--- config.mk ---
export PLATFORM = sky130hd
export DESIGN_NAME = serial_word_feeder
export DESIGN_NICKNAME = d
export VERILOG_FILES = /design/src/rtl/ser_pkg.sv /design/src/rtl/serial_word_feeder.sv
export SDC_FILE = /design/constraint.sdc
export NUM_CORES = 1
export LEC_CHECK = 0
export CAP_MARGIN = 20
export CELL_PAD_IN_SITES_DETAIL_PLACEMENT = 1
export CELL_PAD_IN_SITES_GLOBAL_PLACEMENT = 2
export CORE_MARGIN = 4
export CORE_UTILIZATION = 35
export DETAILED_ROUTE_END_ITERATION = 8
export GPL_ROUTABILITY_DRIVEN = 1
export PLACE_DENSITY = 0.8
export SLEW_MARGIN = 25
export SYNTH_ARGS = -nofsm -noshare
export SYNTH_HDL_FRONTEND = slang
export SYNTH_SLANG_ARGS = --single-unit
--- constraint.sdc ---
create_clock -name clk -period 3.8 [get_ports clk]
set_input_delay 0.76 -clock clk [delete_from_list [all_inputs] [get_ports clk]]
set_output_delay 0.76 -clock clk [all_outputs]
set_load 0.02 [all_outputs]
--- src/rtl/ser_pkg.sv ---
// Shared FSM state type and default word length for the serial word feeder.
package ser_pkg;

  localparam int unsigned SER_WIDTH_DEFAULT = 8;

  typedef enum logic [1:0] {
    IDLE  = 2'd0,
    CLR   = 2'd1,
    SHIFT = 2'd2
  } ser_state_e;

endpackage

--- src/rtl/serial_word_feeder.sv ---
// Parallel-to-serial word feeder: LSB first, each word framed by a one-cycle ser_clr pulse.
// Optional SER_BACKPRESSURE_EN adds the ser_ready handshake on the serial side.
module serial_word_feeder
  import ser_pkg::*;
#(
  parameter int unsigned WIDTH = SER_WIDTH_DEFAULT
) (
  input  logic             clk,
  input  logic             areset_n,
  input  logic             in_valid,
  output logic             in_ready,
  input  logic [WIDTH-1:0] in_data,
  output logic             ser_clr,
  output logic             ser_valid,
  output logic             ser_x,
  output logic             ser_last
`ifdef SER_BACKPRESSURE_EN
  ,
  input  logic             ser_ready
`endif
);

  localparam int unsigned      CNT_W = $clog2(WIDTH);
  localparam logic [CNT_W-1:0] LAST  = CNT_W'(WIDTH - 1);

  ser_state_e       state;
  logic [WIDTH-1:0] shift_reg;
  logic [CNT_W-1:0] cnt;
  logic             accept;
  logic             final_bit;
  logic             load;

`ifdef SER_BACKPRESSURE_EN
  assign accept = ser_ready;
`else
  assign accept = 1'b1;
`endif

  // A new word may be taken in the same cycle the previous word's last bit leaves.
  assign final_bit = (state == SHIFT) && (cnt == LAST) && accept;
  assign in_ready  = (state == IDLE) || final_bit;
  assign load      = in_valid && in_ready;

  always_ff @(posedge clk or negedge areset_n) begin
    if (!areset_n) begin
      state     <= IDLE;
      shift_reg <= '0;
      cnt       <= '0;
      ser_clr   <= 1'b0;
      ser_valid <= 1'b0;
      ser_x     <= 1'b0;
      ser_last  <= 1'b0;
    end else begin
      ser_clr   <= 1'b0;
      ser_valid <= 1'b0;
      ser_x     <= 1'b0;
      ser_last  <= 1'b0;
      if (load) begin
        state     <= CLR;
        shift_reg <= in_data;
        cnt       <= '0;
        ser_clr   <= 1'b1;
      end else begin
        case (state)
          CLR: begin
            state     <= SHIFT;
            ser_valid <= 1'b1;
            ser_x     <= shift_reg[0];
          end
          SHIFT: begin
            if (!accept) begin
              // Downstream stalled: present the same bit again.
              ser_valid <= 1'b1;
              ser_x     <= ser_x;
              ser_last  <= ser_last;
            end else if (cnt == LAST) begin
              state <= IDLE;
            end else begin
              shift_reg <= shift_reg >> 1;
              cnt       <= cnt + CNT_W'(1);
              ser_valid <= 1'b1;
              ser_x     <= shift_reg[1];
              ser_last  <= ((cnt + CNT_W'(1)) == LAST);
            end
          end
          default: state <= IDLE;
        endcase
      end
    end
  end

endmodule

==> impl_metrics.yaml, run 1 <==
run_status:
  status: "finished clean"
global_route:
  grt_max_degree: 18
  grt_pass1_vias: 643
  grt_pass1_wl_um: 3040
  antenna_found_initial: 0
  grt_usage: 0.122
  grt_overflow_total: 0
power:
  max-vdd-ir-drop_mv: 0.309
  p_leak_nw: 0.527
  p_per_area_nw_per_um2: 688
placement:
  post-dp-hpwl_um: 1320
  io_buffers: 15
  gp_congestion: 0.703
  dp_cells: 114
floorplanning:
  start_util: 0.381
  core_area_um2: 2300
  die-area_um2: 3370
  row_count: 17
  die_h_um: 58.0
  ios: 16
  die_w_um: 58.0
layout:
  stdcell_count: 118
  area_growth_pct: 19.7
  diodes: 0
  final_layout_size_suffix_gt1_frac: 0.156
  fin_util: 0.456
  most-common-layout-cells: "dfrtp_1 (17), clkdlybuf4s50_1 (15), nand3_1 (8)"
  largest_reg_flops: 8
  final_nets: 109
  final_common_cell: "dfrtp_1"
timing:
  min_period_ns: 2.90
  slew_violations: 0
  tns_ns: 0
  finalCritPeriodShare: 0.764
  worst_slew_pin_slew_ns: 0.782
  clock_skew_ns: 0.00494
  setup_viol: 0
  rsz0062_at_grt: "no"
  final-hold-violation-count: 0
  max-slew-margin-rel: 0.477
  fmax_mhz: 344
logic_synthesis:
  avgSynthCellArea_um2: 11.7
  yosysTopAreaCellShare: 0.486
  ys_warn_count: 0
  synth_seq_cells: 17
  synth_area_leaders: "dfrtp_1 (49%), ha_1 (10%), mux2i_1 (8.0%)"
  yosysTopAreaCell: "dfrtp_1"
  netlist-cell-type-count: 24
  syn_inst: 75
  ys.flop_type: "dfrtp_1"
  synth_area_um2: 876
  synthArstFlopShare: 1.00
  ys_seq_area_frac: 0.486
  syn_nets: 93
  synth_edf_count: 0
run:
  max_cap_violations: 0
clock_network:
  clockBufferDepth: 2
  clkSlewWorstSetupHoldPaths_ns: 0.10
  cts-resized-gates: 0
  holdBufCountCts: 0
  htreeDepth: 1
  cts_setup_buffers: 0
  numCtsBuffers: 3
  clkSinkCount: 17
  cts_tree: "done"
  clockRootBuffer: "clkbuf_4"
  clkLatencyLatePin_ns: 0.29
min_path:
  hold_class: "reg -> reg"
routing:
  via_per_inst: 5.06
  vias: 597
  drtIter0Drc: 5
  drcViolationCount: 0
  drt_wl_total_um: 1760
  wire_per_inst_um: 14.9
  first_pass_iters: 4
  ant_nets: 0
critical_path:
  path_max_fanout: 10
  cp_slowest_cell: "clkdlybuf4s50_1"
  critPathCaptureType: "primary output"
  slowest_delay_ns: 0.69
  ff2ff_setup_slack_ns: 1.88
  worst-setup-path-type: "reg -> out"
  worstPathArrival_ns: 2.14
  cp_common_cell: "ha_1"
  path_buf_inv: 1
  worstPathCellList: "ha_1 -> ha_1 -> a21o_1 -> clkdlybuf4s50_1"
  cp_top_family: "buffers and inverters"
  cp_data_required_time_ns: 3.04
  critPathLaunchType: "flip-flop"
[metrics by stage]
step	setup slack (ns)	total power, mW	cell area [µm²]	hold WS, ns
3_3_place_gp	1.30	0.619	1020	0.513
5_1_grt	0.748	0.789	1050	0.571
4_1_cts	0.873	0.736	1050	0.543
3_5_place_dp	1.22	0.634	1020	0.529
2_1_floorplan	1.94	0.552	876	0.464
6_report	0.895	0.721	1050	0.542
[layout make-up]
| type | count | area (µm²) |
|---|---|---|
| clock buffers | 4 | 26.3 |
| fillers | 260 | 1250 |
| inverters | 4 | 15.0 |
| multi-input cells | 50 | 397 |
| flip-flops and latches | 17 | 425 |
| well taps | 28 | 35.0 |
| repair buffers | 15 | 150 |
[power breakdown]
group / internal [mW] / leakage [nW] / switching [mW]
Sequential: 0.249 / 0.219 / 0.0395
Clock: 0.0408 / 0.0150 / 0.0581
Combinational: 0.147 / 0.293 / 0.187
[worst min-delay path, delay by kind of cell (launching register included)]
family | cells | cell delay, ns
and+or+nand+nor | 1 | 0.08
DFF | 1 | 0.40
AOI/OAI and AO/OA | 1 | 0.05
[cell families after synthesis]
group,synth area share
fa+ha+maj,0.100
compound gates,0.129
xor+xnor,0.0100
mux,0.0929
simple gates,0.121
buf+inv,0.0614
flops,0.486
[synthesized netlist by cell type (2+ instances only)]
cell,number
ha_1,7
nand3_1,8
buf_6,3
a21oi_1,2
and3_1,2
nand2_1,3
nor2_1,2
o21ai_0,3
dfrtp_1,17
o21ai_2,6
inv_1,3
mux2i_1,7
[routing by layer]
metal | wire [µm] | part of all wire | global-route usage | up-vias
li1 | - | - | - | 289
met1 | 841 | 0.48 | 0.160 | 289
met2 | 799 | 0.45 | 0.187 | 15
met3 | 85 | 0.048 | 0.0290 | 4
met4 | 35 | 0.020 | 0.0596 | 0
met5 | 0 | 0 | 0 | -
[worst paths after layout]
check                        startpoint           end  cells after the start
max                              cnt[0]      in_ready                      4
min                        shift_reg[7]  shift_reg[7]                      2
max reg2reg                      cnt[0]      state[1]                      5
min reg2reg                shift_reg[7]  shift_reg[7]                      2
max in group asynchronous      areset_n        cnt[0]                      1
min in group asynchronous      areset_n        cnt[2]                      1
Power figures use the tool's default switching activity.
==> inputs of run 2 (changes only) <==
--- a/config.mk
+++ b/config.mk
@@ -9,10 +9,10 @@
 export CELL_PAD_IN_SITES_DETAIL_PLACEMENT = 1
 export CELL_PAD_IN_SITES_GLOBAL_PLACEMENT = 2
 export CORE_MARGIN = 4
-export CORE_UTILIZATION = 35
+export CORE_UTILIZATION = 33
 export DETAILED_ROUTE_END_ITERATION = 8
 export GPL_ROUTABILITY_DRIVEN = 1
-export PLACE_DENSITY = 0.8
+export PLACE_DENSITY = 0.76
 export SLEW_MARGIN = 25
 export SYNTH_ARGS = -nofsm -noshare
 export SYNTH_HDL_FRONTEND = slang
==> constraint.sdc (replaced) <==
create_clock -name clk -period 2.9 [get_ports clk]
set_input_delay 0.58 -clock clk [delete_from_list [all_inputs] [get_ports clk]]
set_output_delay 0.58 -clock clk [all_outputs]
set_load 0.02 [all_outputs]
==> run 2 against run 1 <==
  * Cell count increased by 2.5%
  * Count of clock-buffer cells in the layout unchanged
  * Sequential power increased by 30%
  * Clock power increased by 26%
  * First-iteration DRC count increased by 140%
  * Global-route usage increased by 0.14 points
  * Register-to-register slack got worse by 0.88 ns
  * Final area increased by 0.95%
  * Worst setup slack got worse by 0.44 ns
  * Worst hold slack improved by 0.0016 ns
  * Critical endpoint unchanged
==> impl_metrics.yaml, run 2 (synthesis gave the netlist of run 1 again) <==
layout:
  diodes: 0
  design_area_um2: 1060
  final_layout_size_suffix_gt1_frac: 0.165
  final_nets: 110
  seq_area_um2: 425
  final_common_cell: "dfrtp_1"
  largest_reg_flops: 8
  most-common-layout-cells: "dfrtp_1 (17), clkdlybuf4s50_1 (15), nand3_1 (8)"
  area_growth_pct: 20.9
  fillers: 284
  multiInputGateArea_um2: 397
floorplanning:
  core_area_um2: 2500
  die_w_um: 59.5
  die-area_um2: 3540
  start_util: 0.350
  die_h_um: 59.5
  ios: 16
  row_count: 18
global_route:
  grt_pass1_wl_um: 3130
  grt_pass1_vias: 658
  grt_usage: 0.123
  grt_overflow_total: 0
  antenna_found_initial: 0
  grt_max_degree: 18
critical_path:
  path_max_fanout: 4
  worst-setup-path-type: "reg -> out"
  worstPathArrival_ns: 1.87
  cp_slowest_cell: "clkdlybuf4s50_1"
  cp_common_cell: "ha_1"
  slowest_delay_ns: 0.54
  critPathLaunchType: "flip-flop"
  worstPathCellList: "ha_1 -> ha_1 -> a21o_1 -> clkdlybuf4s50_1"
  cp_data_required_time_ns: 2.32
  ff2ff_setup_slack_ns: 1.00
  critPathCaptureType: "primary output"
clock_network:
  clkSlewWorstSetupHoldPaths_ns: 0.09
  cts_tree: "done"
  htreeDepth: 1
  cts-resized-gates: 0
  clkSinkCount: 17
  holdBufCountCts: 0
  cts_setup_buffers: 0
  numCtsBuffers: 3
  clkLatencyLatePin_ns: 0.29
  clockRootBuffer: "clkbuf_4"
  clockBufferDepth: 2
timing:
  min_period_ns: 2.45
  finalCritPeriodShare: 0.844
  clock_skew_ns: 0.00102
  rsz0062_at_grt: "no"
  worst_slew_pin_slew_ns: 0.780
  tns_ns: 0
  slew_violations: 0
  setup_viol: 0
  max-slew-margin-rel: 0.478
  fmax_mhz: 409
  final-hold-violation-count: 0
run:
  max_cap_violations: 0
routing:
  via_per_inst: 4.93
  drcViolationCount: 0
  drtIter0Drc: 12
  wire_per_inst_um: 13.8
  ant_nets: 0
  drt_wl_total_um: 1670
  vias: 597
  first_pass_iters: 2
power:
  p_leak_nw: 0.532
  p_per_area_nw_per_um2: 893
  max-vdd-ir-drop_mv: 0.520
  report.power.total_mw: 0.945
placement:
  post-dp-hpwl_um: 1220
  gp_congestion: 0.671
  io_buffers: 15
  place_area_um2: 1030
run_status:
  status: "finished clean"
min_path:
  hold_class: "reg -> reg"
-- run 2: changes by cell type in the layout (fill, tap and decap cells not counted) --
cell	change
buf_4	+1
-- run 2: critical path, delay by kind of cell, from the launching register on --
kind                       cells  cell delay (ns)
buffers and inverters          1             0.54
adders and majority gates      2             0.42
DFF                            1             0.41
AOI/OAI and AO/OA              1             0.20
-- run 2: per-stage QoR --
| step | std cells | hold slack, ns | util | setup WS, ns |
|---|---|---|---|---|
| floorplan | 75 | 0.284 | - | 1.22 |
| global placement | 117 | 0.526 | 0.413 | 0.787 |
| detailed placement | 117 | 0.537 | 0.413 | 0.776 |
| CTS | 121 | 0.554 | 0.423 | 0.425 |
| global route | 121 | 0.565 | 0.423 | 0.322 |
| finish | 121 | 0.544 | 0.423 | 0.453 |
-- run 2: final timing paths --
| kind | from | end | depth (start not counted) |
|---|---|---|---|
| setup / recovery | cnt[0] | in_ready | 4 |
| hold / removal | shift_reg[7] | shift_reg[7] | 2 |
| setup reg to reg | cnt[0] | state[1] | 5 |
| hold reg to reg | shift_reg[7] | shift_reg[7] | 2 |
| max in group asynchronous | areset_n | ser_clr | 1 |
| min in group asynchronous | areset_n | ser_x | 1 |
-- run 2: power breakdown --
group | internal [mW] | total [mW] | switching, mW
Combinational | 0.203 | 0.443 | 0.240
Sequential | 0.327 | 0.376 | 0.0493
Clock | 0.0534 | 0.125 | 0.0718
Total | 0.583 | 0.945 | 0.361
-- run 2: area by class of cell --
cell class,instances,share of cell area
tap,30,0.0355
sequential,17,0.402
inverter,4,0.0142
timing repair buffer,16,0.149
multi-input combinational,50,0.375
clock buffer,4,0.0248
-- run 2: per-layer routing --
metal | global-route usage | vias to the layer above | part of all wire
met5 | 0 | - | 0
li1 | - | 293 | -
met4 | 0.0475 | 0 | 0.014
met1 | 0.151 | 289 | 0.44
met2 | 0.186 | 13 | 0.47
met3 | 0.0610 | 2 | 0.075
==> inputs of run 3 (changes only) <==
--- a/config.mk
+++ b/config.mk
@@ -9,10 +9,10 @@
 export CELL_PAD_IN_SITES_DETAIL_PLACEMENT = 1
 export CELL_PAD_IN_SITES_GLOBAL_PLACEMENT = 2
 export CORE_MARGIN = 4
-export CORE_UTILIZATION = 33
+export CORE_UTILIZATION = 29
 export DETAILED_ROUTE_END_ITERATION = 8
 export GPL_ROUTABILITY_DRIVEN = 1
-export PLACE_DENSITY = 0.76
+export PLACE_DENSITY = 0.71
 export SLEW_MARGIN = 25
 export SYNTH_ARGS = -nofsm -noshare
 export SYNTH_HDL_FRONTEND = slang
==> constraint.sdc (replaced) <==
create_clock -name clk -period 2.12 [get_ports clk]
set_input_delay 0.424 -clock clk [delete_from_list [all_inputs] [get_ports clk]]
set_output_delay 0.424 -clock clk [all_outputs]
set_load 0.02 [all_outputs]
==> run 3 against run 2 <==
  * Worst hold slack lost 0.085 ns
  * Largest cell class unchanged
  * Clock skew is 0.0024 ns higher
  * Non-clock buffer count up 3
  * Cell count grew 3.3%
  * Global-route usage fell by 2.4 points
  * Highest routed layer unchanged
  * Die area is 12% higher
  * Worst setup slack got worse by 0.24 ns
  * Core utilization down 4.3 points
  * Clock power increased by 41%
  * Wire length up 4.5%
==> impl_metrics.yaml, run 3 (synthesis gave the netlist of run 1 again) <==
power:
  combPwrFrac: 0.469
  swShare: 0.389
  report.power.total_mw: 1.30
  net-switching-power_mw: 0.507
  p_per_area_nw_per_um2: 1210
  p_seq_frac: 0.396
  max-vdd-ir-drop_mv: 0.565
  p_leak_nw: 0.546
  internal-power_mw: 0.797
  p_clk_frac: 0.135
timing:
  finalCritPeriodShare: 0.898
  max-slew-margin-rel: 0.804
  hold_slack_ns: 0.458
  worst_slew_pin_slew_ns: 0.294
  min_period_ns: 1.90
  slew_violations: 0
  rsz0062_at_grt: "no"
  setup_viol: 0
  fmax_mhz: 525
  clock_skew_ns: 0.00345
  final-hold-violation-count: 0
  tns_ns: 0
floorplanning:
  die-area_um2: 3960
  die_w_um: 63.0
  ios: 16
  start_util: 0.310
  core_area_um2: 2830
  row_count: 19
  die_h_um: 63.0
clock_network:
  holdBufCountCts: 0
  clockBufferDepth: 2
  htreeDepth: 1
  clkSlewWorstSetupHoldPaths_ns: 0.10
  numCtsBuffers: 3
  clkLatencyLatePin_ns: 0.28
  cts_tree: "done"
  clkSinkCount: 17
  cts_setup_buffers: 0
  clockRootBuffer: "clkbuf_4"
layout:
  diodes: 0
  final_layout_size_suffix_gt1_frac: 0.202
  largest_reg_flops: 8
  final_common_cell: "dfrtp_1"
  final_nets: 113
  most-common-layout-cells: "dfrtp_1 (17), clkdlybuf4s50_1 (14), nand3_1 (8)"
  fillers: 296
  area_growth_pct: 23.0
  design_area_um2: 1080
critical_path:
  worstPathArrival_ns: 1.48
  ff2ff_setup_slack_ns: 0.40
  cp_data_required_time_ns: 1.70
  cp_common_cell: "ha_1"
  critPathLaunchType: "flip-flop"
  cp_slowest_cell: "dfrtp_1"
  worstPathCellList: "ha_1 -> ha_1 -> a21o_1 -> clkbuf_2"
  critPathCaptureType: "primary output"
  path_max_fanout: 4
  slowest_delay_ns: 0.42
  worst-setup-path-type: "reg -> out"
routing:
  wire_per_inst_um: 14.0
  ant_nets: 0
  vias: 599
  drtIter0Drc: 2
  via_per_inst: 4.79
  drt_wl_total_um: 1750
  first_pass_iters: 4
  drcViolationCount: 0
global_route:
  grt_usage: 0.0989
  antenna_found_initial: 0
  grt_max_degree: 18
  grt_pass1_wl_um: 3100
  grt_overflow_total: 0
  grt_pass1_vias: 689
run_status:
  status: "finished clean"
min_path:
  hold_class: "in -> async"
placement:
  post-dp-hpwl_um: 1330
  place_area_um2: 1060
  io_buffers: 15
  gp_congestion: 0.676
run:
  max_cap_violations: 0
run 3: cell types whose count changed in the layout (fill, tap and decap cells not counted), sizes merged:
cell	change
clkdlybuf4s50	-1
buf	+3
clkbuf	+1
run 3: through the flow:
stage / instances / utilization / setup WS, ns
after global routing: 125 / 0.381 / 0.106
after floorplan: 75 / - / 0.528
final: 125 / 0.381 / 0.215
after detailed placement: 121 / 0.373 / 0.143
after global placement: 121 / 0.373 / 0.159
after CTS: 125 / 0.382 / 0.0293
run 3: worst paths after layout:
| check | from | end | cells past startpoint |
|---|---|---|---|
| worst max-delay path | cnt[0] | in_ready | 4 |
| worst min-delay path | areset_n | ser_x | 2 |
| worst max register to register | cnt[0] | state[1] | 5 |
| worst min register to register | shift_reg[7] | shift_reg[7] | 2 |
| max in group asynchronous | areset_n | shift_reg[6] | 2 |
| min in group clk | shift_reg[7] | shift_reg[7] | 2 |
run 3: critical path, delay by kind of cell (launching register included):
| family | cells | cell delay [ns] |
|---|---|---|
| flops | 1 | 0.42 |
| fa+ha+maj | 2 | 0.42 |
| compound gates | 1 | 0.20 |
| buf+inv | 1 | 0.15 |
run 3: repair_timing:
item                       4_1_cts  5_1_grt
gates resized for setup          1        2
cloned                           0        0
setup endpoints to repair        1        1
run 3: power by group through the flow:
stage	clock network, mW	logic [mW]	registers, mW
6_report	0.176	0.612	0.517
2_1_floorplan	0	0.457	0.532
5_1_grt	0.202	0.684	0.537
4_1_cts	0.182	0.627	0.519
3_5_place_dp	0	0.630	0.527
3_3_place_gp	0	0.624	0.523
run 3: routing by layer:
layer / up-vias / GRT usage / part of all wire
met3: 2 / 0.0180 / 0.033
met5: - / 0 / 0
met2: 13 / 0.161 / 0.48
met1: 288 / 0.125 / 0.47
met4: 0 / 0.0496 / 0.011
li1: 296 / - / -
run 3: layout make-up:
type,count,area (µm²),share of cell area
flip-flops and latches,17,425,0.395
multi-input cells,50,397,0.368
repair buffers,19,175,0.163
well taps,31,38.8,0.0360
clock buffers,4,26.3,0.0244
inverters,4,15.0,0.0139
